[src/rtl/type_rule_cfg_writer.sv]
// Builds type_rule_t records from a 32-bit cfg word stream and drives the rule table write port.
// Optional read-back shadow of the rule table is enabled by defining TYPE_RULE_SHADOW_EN.
package parser_pkg;
    typedef struct packed {
        logic        typeRule_valid;
        logic [15:0] key_value;
        logic [15:0] key_mask;
        logic [7:0]  next_type;
        logic [7:0]  hdr_len;
    } type_rule_t;
endpackage

module type_rule_cfg_writer
    import parser_pkg::*;
#(
    parameter int IDX_W    = 8,
    parameter int RULE_NUM = 16
) (
    input  logic                i_clk,
    input  logic                i_rst,
    input  logic                i_cfg_valid,
    output logic                o_cfg_ready,
    input  logic [31:0]         i_cfg_data,
    input  logic                i_cfg_last,
    output logic [RULE_NUM-1:0] o_rule_wren,
    output type_rule_t          o_type_rule,
    output logic                o_busy,
`ifdef TYPE_RULE_SHADOW_EN
    output logic                o_rd_valid,
    input  logic                i_rd_ready,
    output logic [31:0]         o_rd_data,
    output logic                o_rd_last,
`endif
    output logic                o_err
);

    localparam int CFG_W  = 32;
    localparam int RULE_W = $bits(type_rule_t);
    localparam int WORDS  = (RULE_W + CFG_W - 1) / CFG_W;
    localparam int CNT_W  = (WORDS > 1) ? $clog2(WORDS) : 1;
    localparam int CLR_W  = (RULE_NUM > 1) ? $clog2(RULE_NUM) : 1;

    localparam logic [CNT_W-1:0]    LAST_WORD  = CNT_W'(WORDS - 1);
    localparam logic [CLR_W-1:0]    LAST_RULE  = CLR_W'(RULE_NUM - 1);
    localparam logic [IDX_W:0]      RULE_NUM_W = (IDX_W + 1)'(RULE_NUM);
    localparam logic [RULE_NUM-1:0] ONE_HOT0   = RULE_NUM'(1);

    localparam logic [3:0] OP_WRITE  = 4'd1;
    localparam logic [3:0] OP_INVAL  = 4'd2;
    localparam logic [3:0] OP_CLRALL = 4'd3;
`ifdef TYPE_RULE_SHADOW_EN
    localparam logic [3:0] OP_READ   = 4'd4;
`endif

    typedef enum logic [2:0] {
        ST_IDLE,
        ST_COLLECT,
        ST_DRAIN,
        ST_COMMIT,
        ST_CLEAR,
        ST_RD_FETCH,
        ST_RD_STREAM
    } state_t;

    state_t                   state_reg;
    logic [CNT_W-1:0]         wcnt_reg;
    logic [CLR_W-1:0]         clr_cnt_reg;
    logic [IDX_W-1:0]         idx_reg;
    logic                     idx_bad_reg;
    logic [WORDS*CFG_W-1:0]   payload_reg;
    logic [RULE_NUM-1:0]      wren_reg;
    type_rule_t               rule_reg;
    logic                     err_reg;

    logic                     cfg_ready;
    logic                     cfg_fire;
    logic [3:0]               hdr_op;
    logic [IDX_W-1:0]         hdr_idx;
    logic                     hdr_idx_bad;
    logic [WORDS*CFG_W-1:0]   asm_vec;

    assign cfg_ready   = (state_reg == ST_IDLE) || (state_reg == ST_COLLECT) ||
                         (state_reg == ST_DRAIN);
    assign cfg_fire    = i_cfg_valid && cfg_ready;
    assign hdr_op      = i_cfg_data[31:28];
    assign hdr_idx     = i_cfg_data[IDX_W-1:0];
    assign hdr_idx_bad = ({1'b0, hdr_idx} >= RULE_NUM_W);

    // Incoming word is spliced into its slot so the final word can commit on the same edge.
    genvar gi;
    generate
        for (gi = 0; gi < WORDS; gi++) begin : g_asm
            assign asm_vec[gi*CFG_W +: CFG_W] = (wcnt_reg == CNT_W'(gi)) ? i_cfg_data
                                              : payload_reg[gi*CFG_W +: CFG_W];
        end
    endgenerate

`ifdef TYPE_RULE_SHADOW_EN
    type_rule_t               shadow_mem [RULE_NUM];
    logic [RULE_NUM-1:0]      shadow_vld_reg;
    type_rule_t               rd_rule_reg;
    logic                     rd_hit_reg;
    logic                     rd_valid_reg;
    logic [CNT_W-1:0]         rd_cnt_reg;
    logic                     shadow_we;
    logic [CLR_W-1:0]         shadow_waddr;
    logic [WORDS*CFG_W-1:0]   rd_pad;
    logic [CFG_W-1:0]         rd_words [WORDS];

    assign shadow_we    = ((state_reg == ST_COMMIT) && (|wren_reg)) || (state_reg == ST_CLEAR);
    assign shadow_waddr = (state_reg == ST_CLEAR) ? clr_cnt_reg : idx_reg[CLR_W-1:0];

    // RAM body carries no reset; the valid vector makes never-written entries read as zero.
    always_ff @(posedge i_clk) begin
        if (shadow_we) begin
            shadow_mem[shadow_waddr] <= rule_reg;
        end
        if (state_reg == ST_RD_FETCH) begin
            rd_rule_reg <= shadow_mem[idx_reg[CLR_W-1:0]];
        end
    end

    always_comb begin
        rd_pad = '0;
        if (rd_hit_reg) begin
            rd_pad[RULE_W-1:0] = rd_rule_reg;
        end
    end

    generate
        for (gi = 0; gi < WORDS; gi++) begin : g_rd
            assign rd_words[gi] = rd_pad[gi*CFG_W +: CFG_W];
        end
    endgenerate

    assign o_rd_valid = rd_valid_reg;
    assign o_rd_data  = rd_words[rd_cnt_reg];
    assign o_rd_last  = rd_valid_reg && (rd_cnt_reg == LAST_WORD);
`endif

    always_ff @(posedge i_clk) begin
        if (i_rst) begin
            state_reg   <= ST_IDLE;
            wcnt_reg    <= '0;
            clr_cnt_reg <= '0;
            idx_reg     <= '0;
            idx_bad_reg <= 1'b0;
            payload_reg <= '0;
            wren_reg    <= '0;
            rule_reg    <= '0;
            err_reg     <= 1'b0;
`ifdef TYPE_RULE_SHADOW_EN
            shadow_vld_reg <= '0;
            rd_hit_reg     <= 1'b0;
            rd_valid_reg   <= 1'b0;
            rd_cnt_reg     <= '0;
`endif
        end else begin
            wren_reg <= '0;
            err_reg  <= 1'b0;
            case (state_reg)
                ST_IDLE: begin
                    if (cfg_fire) begin
                        idx_reg     <= hdr_idx;
                        idx_bad_reg <= hdr_idx_bad;
                        wcnt_reg    <= '0;
                        case (hdr_op)
                            OP_WRITE: begin
                                if (i_cfg_last) begin
                                    err_reg <= 1'b1;
                                end else begin
                                    state_reg <= ST_COLLECT;
                                end
                            end
                            OP_INVAL: begin
                                if (!i_cfg_last) begin
                                    state_reg <= ST_DRAIN;
                                end else if (hdr_idx_bad) begin
                                    err_reg <= 1'b1;
                                end else begin
                                    state_reg <= ST_COMMIT;
                                    wren_reg  <= ONE_HOT0 << hdr_idx;
                                    rule_reg  <= '0;
                                end
                            end
                            OP_CLRALL: begin
                                if (!i_cfg_last) begin
                                    state_reg <= ST_DRAIN;
                                end else begin
                                    state_reg   <= ST_CLEAR;
                                    clr_cnt_reg <= '0;
                                    wren_reg    <= ONE_HOT0;
                                    rule_reg    <= '0;
                                end
                            end
`ifdef TYPE_RULE_SHADOW_EN
                            OP_READ: begin
                                if (!i_cfg_last) begin
                                    state_reg <= ST_DRAIN;
                                end else if (hdr_idx_bad) begin
                                    err_reg <= 1'b1;
                                end else begin
                                    state_reg <= ST_RD_FETCH;
                                end
                            end
`endif
                            default: err_reg <= 1'b1;
                        endcase
                    end
                end
                ST_COLLECT: begin
                    if (cfg_fire) begin
                        payload_reg <= asm_vec;
                        if (wcnt_reg == LAST_WORD) begin
                            if (!i_cfg_last) begin
                                state_reg <= ST_DRAIN;
                            end else if (idx_bad_reg) begin
                                state_reg <= ST_IDLE;
                                err_reg   <= 1'b1;
                            end else begin
                                state_reg <= ST_COMMIT;
                                wren_reg  <= ONE_HOT0 << idx_reg;
                                rule_reg  <= asm_vec[RULE_W-1:0];
                            end
                        end else if (i_cfg_last) begin
                            state_reg <= ST_IDLE;
                            err_reg   <= 1'b1;
                        end else begin
                            wcnt_reg <= wcnt_reg + 1'b1;
                        end
                    end
                end
                ST_DRAIN: begin
                    if (cfg_fire && i_cfg_last) begin
                        state_reg <= ST_IDLE;
                        err_reg   <= 1'b1;
                    end
                end
                ST_COMMIT: begin
                    state_reg <= ST_IDLE;
                end
                // The closing COMMIT pass (no strobe) keeps ready low one cycle past the sweep.
                ST_CLEAR: begin
                    if (clr_cnt_reg == LAST_RULE) begin
                        state_reg <= ST_COMMIT;
                    end else begin
                        clr_cnt_reg <= clr_cnt_reg + 1'b1;
                        wren_reg    <= wren_reg << 1;
                    end
                end
`ifdef TYPE_RULE_SHADOW_EN
                ST_RD_FETCH: begin
                    rd_hit_reg   <= shadow_vld_reg[idx_reg[CLR_W-1:0]];
                    rd_valid_reg <= 1'b1;
                    rd_cnt_reg   <= '0;
                    state_reg    <= ST_RD_STREAM;
                end
                ST_RD_STREAM: begin
                    if (i_rd_ready) begin
                        if (rd_cnt_reg == LAST_WORD) begin
                            rd_valid_reg <= 1'b0;
                            state_reg    <= ST_IDLE;
                        end else begin
                            rd_cnt_reg <= rd_cnt_reg + 1'b1;
                        end
                    end
                end
`endif
                default: state_reg <= ST_IDLE;
            endcase
`ifdef TYPE_RULE_SHADOW_EN
            if (shadow_we) begin
                shadow_vld_reg[shadow_waddr] <= 1'b1;
            end
`endif
        end
    end

    assign o_cfg_ready = cfg_ready;
    assign o_rule_wren = wren_reg;
    assign o_type_rule = rule_reg;
    assign o_busy      = (state_reg != ST_IDLE);
    assign o_err       = err_reg;

endmodule

[config.mk]
export PLATFORM = sky130hd
export DESIGN_NAME = type_rule_cfg_writer
export DESIGN_NICKNAME = d
export VERILOG_FILES = /design/src/rtl/type_rule_cfg_writer.sv
export SDC_FILE = /design/constraint.sdc
export NUM_CORES = 1
export LEC_CHECK = 0
export CAP_MARGIN = 0
export CORE_AREA = 2 2 139 87
export DETAILED_ROUTE_END_ITERATION = 10
export DIE_AREA = 0 0 141 89
export PLACE_DENSITY_LB_ADDON = 0.08
export SETUP_SLACK_MARGIN = 0.5
export SLEW_MARGIN = 5
export SYNTH_ARGS = -nofsm -noshare
export SYNTH_HDL_FRONTEND = slang
export SYNTH_SLANG_ARGS = --single-unit
[constraint.sdc]
create_clock -name i_clk -period 2.1 [get_ports i_clk]
set_input_delay 0.21 -clock i_clk [delete_from_list [all_inputs] [get_ports i_clk]]
set_output_delay 0.21 -clock i_clk [all_outputs]
set_load 0.01 [all_outputs]
---- After elaboration in Yosys (flattened, before gate mapping) ----
Cells that the tools add are included.
storage, ports and cells
  logic and storage cells ................. 115
  input port bits ......................... 36
  bits in registers ....................... 132
operators by class
  add/subtract/negate cells ............... 2
  reduce and logical (&&, ||, !) cells .... 14
  equality and inequality tests ........... 25
  shift-type cells ........................ 2
  order comparisons ....................... 1
  mux-type cells .......................... 58
operator list
  kind                                                  number
  two-way mux 49 bit                                    8
  one-hot mux 49 bit (2 select lines)                   2
  two-way mux 16 bit                                    8
  one-hot mux 16 bit (3 select lines)                   1
  two-way mux 32 bit                                    1
  one-hot mux 16 bit (2 select lines)                   1
  left shift 1 x 8 -> 16 bit (first input constant)     2
  two-way mux 3 bit                                     10
  two-way mux 17 bit                                    1
  two-way mux 4 bit                                     4
  != test 2 bit (second input constant)                 8
  != test 3 bit (second input constant)                 5
  two-way mux 1 bit                                     14
  one-hot mux 3 bit (4 select lines)                    1
  AND reduction 10 bit                                  1
  one-hot mux 3 bit (3 select lines)                    1
  == test 4 x 2 -> 1 bit (second input constant)        2
  >= comparator 8 x 5 -> 1 bit (second input constant)  1
  one-hot mux 4 bit (2 select lines)                    1
  AND reduction 8 bit                                   1
  one-hot mux 1 bit (3 select lines)                    2
  AND reduction 5 bit                                   1
  adder 4 x 1 -> 4 bit (second input constant)          1
  == test 4 x 1 -> 1 bit (second input constant)        1
  18 further kinds                                      24

---- Logic depth before layout (Yosys ltp) ----
Gate-level depths: netlist of the first run.
  word-level depth ........................ 7
  mapped depth ............................ 8
  depth with buffers taken out ............ 6

---- Worst setup path after synthesis of the first run ----
No wires, ideal clock.
  path type ............................... flip-flop to flip-flop
  start point ............................. reg state_reg[2]
  end point ............................... reg payload_reg[19]
  setup time .............................. 0.132 ns
  clock period less this slack ............ 1.779 ns
  arrival ................................. 1.647 ns
  path slack .............................. 0.321 ns
  stages on the path, launching flop included .. 8
  path through ............................ dfxtp_1 -> buf_2 -> or3b_1 -> or3b_1 -> clkbuf_1 -> buf_2 -> nand2_1 -> a21oi_1
between the ends
  word-level cells in the longest chain between the ends .. 5
  elaborated cells between the ends (all ways) .. 7
  those cells by class .................... eq/ne (2); reduce/logical (5)
ends and longest elaborated chain
  what                                                         line     source
  start, declared                                              65       state_t state_reg;
  start signal, assigned                                       143      state_reg <= ST_IDLE;
  start signal, assigned                                       172      state_reg <= ST_COLLECT;
  start signal, assigned                                       177      state_reg <= ST_DRAIN;
  == test 3 x 1 -> 1 bit or logical NOT 3 bit (tied branches)  82, 161
  logical OR 1 bit (2 in a row)                                82       assign cfg_ready = (state_reg == ST_IDLE) || (state_reg == ST_COLLECT) ||
  logical AND 1 bit                                            84       assign cfg_fire = i_cfg_valid && cfg_ready;
  AND reduction 2 bit (no source line) (*)                     --
  end signal, assigned                                         213      payload_reg <= asm_vec;
  end, declared                                                70       logic [WORDS*CFG_W-1:0] payload_reg;
Mark *: on every way between the ends. The rest lies on a longest branch, timed or not.
A chain may end at the register's enable or synchronous reset.

---- Worst setup path after layout of the first run ----
  start point ............................. reg state_reg[0]
  end point ............................... reg rule_reg, in the netlist o_type_rule[32]
between the ends
  word-level cells in the longest chain between the ends .. 6
  elaborated cells between the ends (all ways) .. 18
  those cells by class .................... eq/ne (11); mux (1); reduce/logical (6)
ends and longest elaborated chain
  what                                                         line     source
  == test 3 x 1 -> 1 bit or logical NOT 3 bit (tied branches)  82, 161
  logical OR 1 bit (2 in a row)                                82
  logical AND 1 bit                                            84
  != test 2 bit (no source line)                               --
  AND reduction 10 bit (no source line)                        --
  end signal, assigned                                         223      rule_reg <= asm_vec[RULE_W-1:0];
  end, declared                                                72       type_rule_t rule_reg;
Parallel ways exist; a longest one is shown, timed or not.

==> results of run 1 <==
cell type report:
class / count / area [sq um]
clock buffers: 18 / 429
fillers: 702 / 2340
well taps: 144 / 180
multi-input cells: 516 / 3320
inverters: 7 / 26.3
flip-flops and latches: 132 / 2660
repair buffers: 196 / 1990
clock inverters: 14 / 200
routing by layer:
layer  vias up  GRT usage (%)  routed length [um]
li1       2759              -                   -
met1      2876           39.3                8570
met2       267           44.3                8660
met3        35           7.93                1480
met4         0           10.5                 295
met5         -              0                   0
power by group:
part           internal (mW)  switching (mW)
Combinational          0.281           0.334
Sequential              2.54          0.0405
Clock                   2.00            1.18
Total                   4.83            1.55
logic make-up after synthesis:
kind of cell / after synthesis / share of synthesized area, %
AOI/OAI and AO/OA: 157 / 15.7
buffers and inverters: 60 / 4.35
DFF: 132 / 46.2
muxes: 49 / 8.57
adders and majority gates: 1 / 0.219
xor gates and xnor gates: 2 / 0.306
and+or+nand+nor: 307 / 24.7
path summary, 6_finish.rpt:
| kind | startpoint | endpoint | slack [ns] | depth (start not counted) |
|---|---|---|---|---|
| max | state_reg[0] | o_type_rule[32] | 0.33 | 7 |
| min | i_cfg_data[6] | payload_reg[6] | 0.27 | 4 |
| max reg2reg | state_reg[0] | o_type_rule[32] | 0.33 | 7 |
| min reg2reg | payload_reg[37] | payload_reg[37] | 0.45 | 2 |
cell usage in the layout, fill, tap and decap left out, drive strengths merged, types with 6 or more instances in the layout:
| cell type | instances |
|---|---|
| a21oi | 114 |
| a22oi | 14 |
| buf | 91 |
| clkbuf | 20 |
| clkdlybuf4s50 | 88 |
| dfxtp | 132 |
| dlygate4sd2 | 6 |
| dlymetal6s2s | 8 |
| inv | 10 |
| mux2i | 49 |
| nand2 | 131 |
| nor2 | 111 |
| nor3 | 9 |
| nor4 | 11 |
| o21ai | 11 |
repair_timing:
action,CTS,global route
pin swaps,34,37
setup buffers,19,14
hold buffers,0,0
setup endpoints to repair,133,119
gates cloned,3,2
resized for setup,75,80
worst reg2reg max path, delay by kind of cell, from the launching register on:
family | cells | cell delay, ns
buffers and inverters | 2 | 0.33
AOI/OAI and AO/OA | 2 | 0.26
DFF | 1 | 0.42
and+or+nand+nor | 3 | 0.63
stage by stage:
step	util, %	worst slack [ns]	instances
final	79.0	0.328	1027
after global routing	79.0	0.294	1027
after CTS	74.9	0.351	1011
after floorplan	-	0.429	708
after global placement	64.8	-0.111	957
after detailed placement	64.8	-0.343	957
==> reports/results.txt, run 1 <==
peak supply drop -> 0.000662 V
top cells by area, synth -> dfxtp_1, a21oi_1, nand2_1, mux2i_1, nor2_1
Total Wirelength -> 19.0 mm
# clock sinks -> 132
I/O pin total -> 104
Max Slew Vio Count -> 0
first-pass GRT wire length -> 28.2 mm
critical path endpoint category -> register
Synth top area share -> 46.2%
kind of critical path -> reg2reg
share of cells above drive strength 1 -> 26.3%
grt ovf -> 0
initial core utilization -> 51.3%
synth-to-layout area growth -> 54.0%
Post-synth top cells -> dfxtp_1, nand2_1, a21oi_1, nor2_1, mux2i_1
total negative setup slack -> 0 ns
drt first-iter violations -> 594
Yosys reg bits -> 132
Peak Freq -> 0.564 GHz
clk_lat worst skew -> 0.41 ns
Hold Crit Class -> in2reg
sequential area share after synthesis -> 46.2%
fraction of registers with async set or reset after synthesis -> 0%
drt drc -> 0
Critical Path AT -> 2.04 ns
PD cells -> 724 nW/um^2
vias in the first global route -> 5506
Die ar. -> 12500 sq um
Routed WL per cell -> 18.5 um
Design Area, Final -> 8810 sq um
input/output buffers -> 103
Syn Area/Cell -> 8.08 sq um
Cell Chain, Critical Path -> or3b_4, nor2_4, o21ai_4, buf_6, clkbuf_16, a21oi_2, nor2_1
Crit Path Max Fanout -> 7
ANT cells -> 0
WP data required -> 2.37 ns
number of buffers created by CTS -> 17
Die Span X -> 141 um
Slowest-stage cell, CP -> or3b_4
Post-synth EDFFs -> 0
Tmin final -> 1.77 ns
Power Total -> 6.38 mW
Final Hold Vio Count -> 0
placed cell areas -> 7220 sq um
nets -> 907
Mapped Area -> 5720 sq um
Tot GR Track Use -> 28.8%
Mapped Cells -> 708
Syn Nets -> 745
status -> finished, final reports clean
clk buf depth -> 2
Worst-path clk slew -> 0.06 ns
Root Buffer -> clkbuf_16
CTS tree -> built
Synth Flop Type -> dfxtp_1
# setup viols final -> 0
H-tree Lvls -> 4
startpoint types -> register
Worst path max stage delay -> 0.45 ns
Max-slew headroom -> 63.9%
Tcrit/Tclk final -> 84.4%
maxcap violations -> 0
DRT Pass-1 Iters -> 6
Worst Max-Slew Pin Slew -> 0.540 ns
post-synth cell types -> 54
Leak -> 3.27 nW
RSZ-0062 raised after global routing -> yes
Ys Warns -> 0
largest net degree at the start of global routing -> 118
gpl congestion -> 0.902
final hold slack -> 0.268 ns
DP Wirelength -> 11.0 mm
antenna violations before repair -> 0
DR vias -> 5937
number of buffers and inverters on the critical path -> 2
count leader, synth -> dfxtp_1
Vias/cell -> 5.78
Routed Antenna Nets -> 0
Yosys top cell by area -> dfxtp_1
row cnt -> 30
Die Y -> 89 um
CORE AREA -> 11100 sq um
delay-heaviest family, CP -> simple AND/OR/NAND/NOR gates
Clock Skew -> 0.0101 ns
Note: power is estimated with default switching activity, not from simulation.
==> run 2, diff against run 1 <==
--- a/config.mk
+++ b/config.mk
@@ -6,9 +6,9 @@
 export NUM_CORES = 1
 export LEC_CHECK = 0
 export CAP_MARGIN = 0
-export CORE_AREA = 2 2 139 87
+export CORE_AREA = 2 2 146 91
 export DETAILED_ROUTE_END_ITERATION = 10
-export DIE_AREA = 0 0 141 89
+export DIE_AREA = 0 0 148 93
 export PLACE_DENSITY_LB_ADDON = 0.08
 export SETUP_SLACK_MARGIN = 0.5
 export SLEW_MARGIN = 5
==> constraint.sdc (replaced) <==
create_clock -name i_clk -period 1.6 [get_ports i_clk]
set_input_delay 0.16 -clock i_clk [delete_from_list [all_inputs] [get_ports i_clk]]
set_output_delay 0.16 -clock i_clk [all_outputs]
set_load 0.01 [all_outputs]
==> run 2 against run 1 <==
The flow now finishes with violations (negative setup slack). Combinational power grew 53%. Clock power grew 31%. Clock skew shrank 0.00077 ns. Non-clock buffer count grew 26. Sequential power grew 31%. First-iteration DRC count shrank 32%.
==> reports/results.txt, run 2 (synthesis gave the netlist of run 1 again) <==
status -> finished with violations (was finished, final reports clean)
failing checks -> negative setup slack
Final Hold Vio Count -> 0 (unchanged)
CP Capture Point -> o_type_rule[2] (was o_type_rule[32])
Tmin final -> 1.79 ns (was 1.77 ns)
kind of critical path -> reg2reg (unchanged)
Crit Path Max Fanout -> 15 (was 7)
delay-heaviest family, CP -> buffers and inverters (was simple AND/OR/NAND/NOR gates)
H-tree Lvls -> 4 (unchanged)
CTS tree -> built (unchanged)
Max-slew headroom -> 60.2% (was 63.9%)
clk_lat worst skew -> 0.42 ns (was 0.41 ns)
drt drc -> 0 (unchanged)
input/output buffers -> 103 (unchanged)
share of cells above drive strength 1 -> 43.0% (was 26.3%)
RSZ-0062 raised after global routing -> yes (unchanged)
Cell Chain, Critical Path -> buf_4, buf_6, nor2_4, buf_6, buf_6, nand2_2, o21ai_4, buf_12, buf_12, a21oi_2, nor2_1 (was or3b_4, nor2_4, o21ai_4, buf_6, clkbuf_16, a21oi_2, nor2_1)
worst reg-to-reg setup slack -> -0.19 ns (was 0.33 ns)
CORE AREA -> 12500 sq um (was 11100 sq um)
initial core utilization -> 45.8% (was 51.3%)
ANT cells -> 0 (unchanged)
row cnt -> 32 (was 30)
Critical R2R Launch -> state_reg[2] (was state_reg[0])
critical path endpoint category -> register (unchanged)
Hold Crit Class -> in2reg (unchanged)
Die Y -> 93 um (was 89 um)
grt ovf -> 0 (unchanged)
most used cell, CP -> buf_6
PD cells -> 935 nW/um^2 (was 724 nW/um^2)
Max Slew Vio Count -> 0 (unchanged)
Die ar. -> 13800 sq um (was 12500 sq um)
Design Area, Final -> 9100 sq um (was 8810 sq um)
maxcap violations -> 0 (unchanged)
Slowest-stage cell, CP -> dfxtp_4 (was or3b_4)
antenna violations before repair -> 0 (unchanged)
first-pass GRT wire length -> 27.7 mm (was 28.2 mm)
clk buf depth -> 2 (unchanged)
vias in the first global route -> 5350 (was 5506)
WP data required -> 1.94 ns (was 2.37 ns)
R2R depth -> 11 (was 7)
nets -> 933 (was 907)
cts hold-fix bufs -> 0 (unchanged)
# clock sinks -> 132 (unchanged)
drt first-iter violations -> 402 (was 594)
Critical Path Start -> state_reg[2] (was state_reg[0])
Routed Antenna Nets -> 0 (unchanged)
startpoint types -> register (unchanged)
Worst path max stage delay -> 0.38 ns (was 0.45 ns)
reg-to-reg endpoint -> o_type_rule[2] (was o_type_rule[32])
Root Buffer -> clkbuf_16 (unchanged)
most frequent cells in the layout -> nand2_1, dfxtp_1, nor2_1 (unchanged)
Routed WL per cell -> 18.5 um (about the same)
gpl congestion -> 0.917 (was 0.902)
number of buffers created by CTS -> 17 (unchanged)
I/O pin total -> 104 (unchanged)
Die Span X -> 148 um (was 141 um)
synth-to-layout area growth -> 59.0% (was 54.0%)
peak supply drop -> 0.000779 V (was 0.000662 V)
largest net degree at the start of global routing -> 118 (unchanged)
total stage count of the critical path -> 11 (was 7)
# setup viols final -> 128 (was 0)
DP Wirelength -> 11.6 mm (was 11.0 mm)
Final Util -> 72.8% (was 79.0%)
DRT Pass-1 Iters -> 6 (unchanged)
Tcrit/Tclk final -> 112% (was 84.4%)
Critical Path AT -> 2.13 ns (was 2.04 ns)
Total Wirelength -> 20.0 mm (was 19.0 mm)
number of buffers and inverters on the critical path -> 6 (was 2)
DR vias -> 5936 (was 5937)
Worst Max-Slew Pin Slew -> 0.597 ns (was 0.540 ns)
Worst-path clk slew -> 0.06 ns (about the same)
Tot GR Track Use -> 25.6% (was 28.8%)
commonest non-fill, non-tap cell in the layout -> nand2_1 (unchanged)
Leak -> 3.59 nW (was 3.27 nW)
worst setup margin -> -0.190 ns (was 0.328 ns)
Clock Skew -> 0.00937 ns (was 0.0101 ns)
placed cell areas -> 7560 sq um (was 7220 sq um)
Peak Freq -> 0.559 GHz (was 0.564 GHz)
Vias/cell -> 5.51 (was 5.78)
[run 2: cell types whose count changed in the layout (fill, tap and decap cells not counted), moves of 17 or more]
cell / previous run / this run
buf_2: 0 / 54
dfxtp_2: 4 / 29
a21oi_1: 80 / 63
a21oi_2: 28 / 49
dfxtp_1: 124 / 99
clkdlybuf4s50_1: 88 / 29
[run 2: through the flow]
step	std cells	total power, mW	hold slack (ns)	TNS, ns	setup slack [ns]
2_1_floorplan	708	3.84	0.296	-2.30	-0.0661
5_1_grt	1078	8.73	0.280	-18.69	-0.218
6_report	1078	8.50	0.264	-13.74	-0.190
4_1_cts	1053	8.38	0.286	-3.48	-0.0900
3_5_place_dp	1010	4.19	0.447	-37.66	-0.545
3_3_place_gp	1010	4.17	0.441	-36.20	-0.500
[run 2: report_power, final]
part | switching [mW] | internal, mW | leakage, nW
clock network | 1.53 | 2.64 | 0.295
registers | 0.0549 | 3.34 | 1.08
logic | 0.498 | 0.442 | 2.21
[run 2: final cells by class]
cell class / count / area (sq um)
tap: 170 / 213
fill: 915 / 3390
multi-input combinational: 516 / 3530
clock buffer: 19 / 443
timing repair buffer: 222 / 2010
inverter: 7 / 30.0
clock inverter: 12 / 179
sequential: 132 / 2690
[run 2: tightest hold or removal path: cells and delay by family]
family / cells / cell delay, ns
buffers and inverters: 2 / 0.35
and+or+nand+nor: 1 / 0.13
[run 2: what timing repair did]
item                                    CTS  global route
cloned                                    0             9
pin swaps                                15            42
endpoints found under the hold margin     0             0
setup buffers                            12            16
resized for setup                       324           155
endpoints found under the setup margin  200           144
[run 2: how the worst min path moves through the flow]
stage               startpoint               to  cells after the start
2_1_floorplan    i_cfg_data[5]       idx_reg[5]                      2
3_3_place_gp   payload_reg[41]  payload_reg[41]                      2
3_5_place_dp   payload_reg[46]  payload_reg[46]                      2
4_1_cts         i_cfg_data[29]  payload_reg[29]                      4
5_1_grt             i_cfg_last         wcnt_reg                      4
6_report                 i_rst  o_type_rule[30]                      3
[run 2: routing by layer]
layer | vias up | wire length, um | global-route usage, %
met5 | - | 0 | 0
met4 | 0 | 238 | 5.40
met3 | 25 | 1560 | 6.63
met2 | 260 | 8740 | 38.1
met1 | 2849 | 9430 | 37.3
li1 | 2802 | - | -
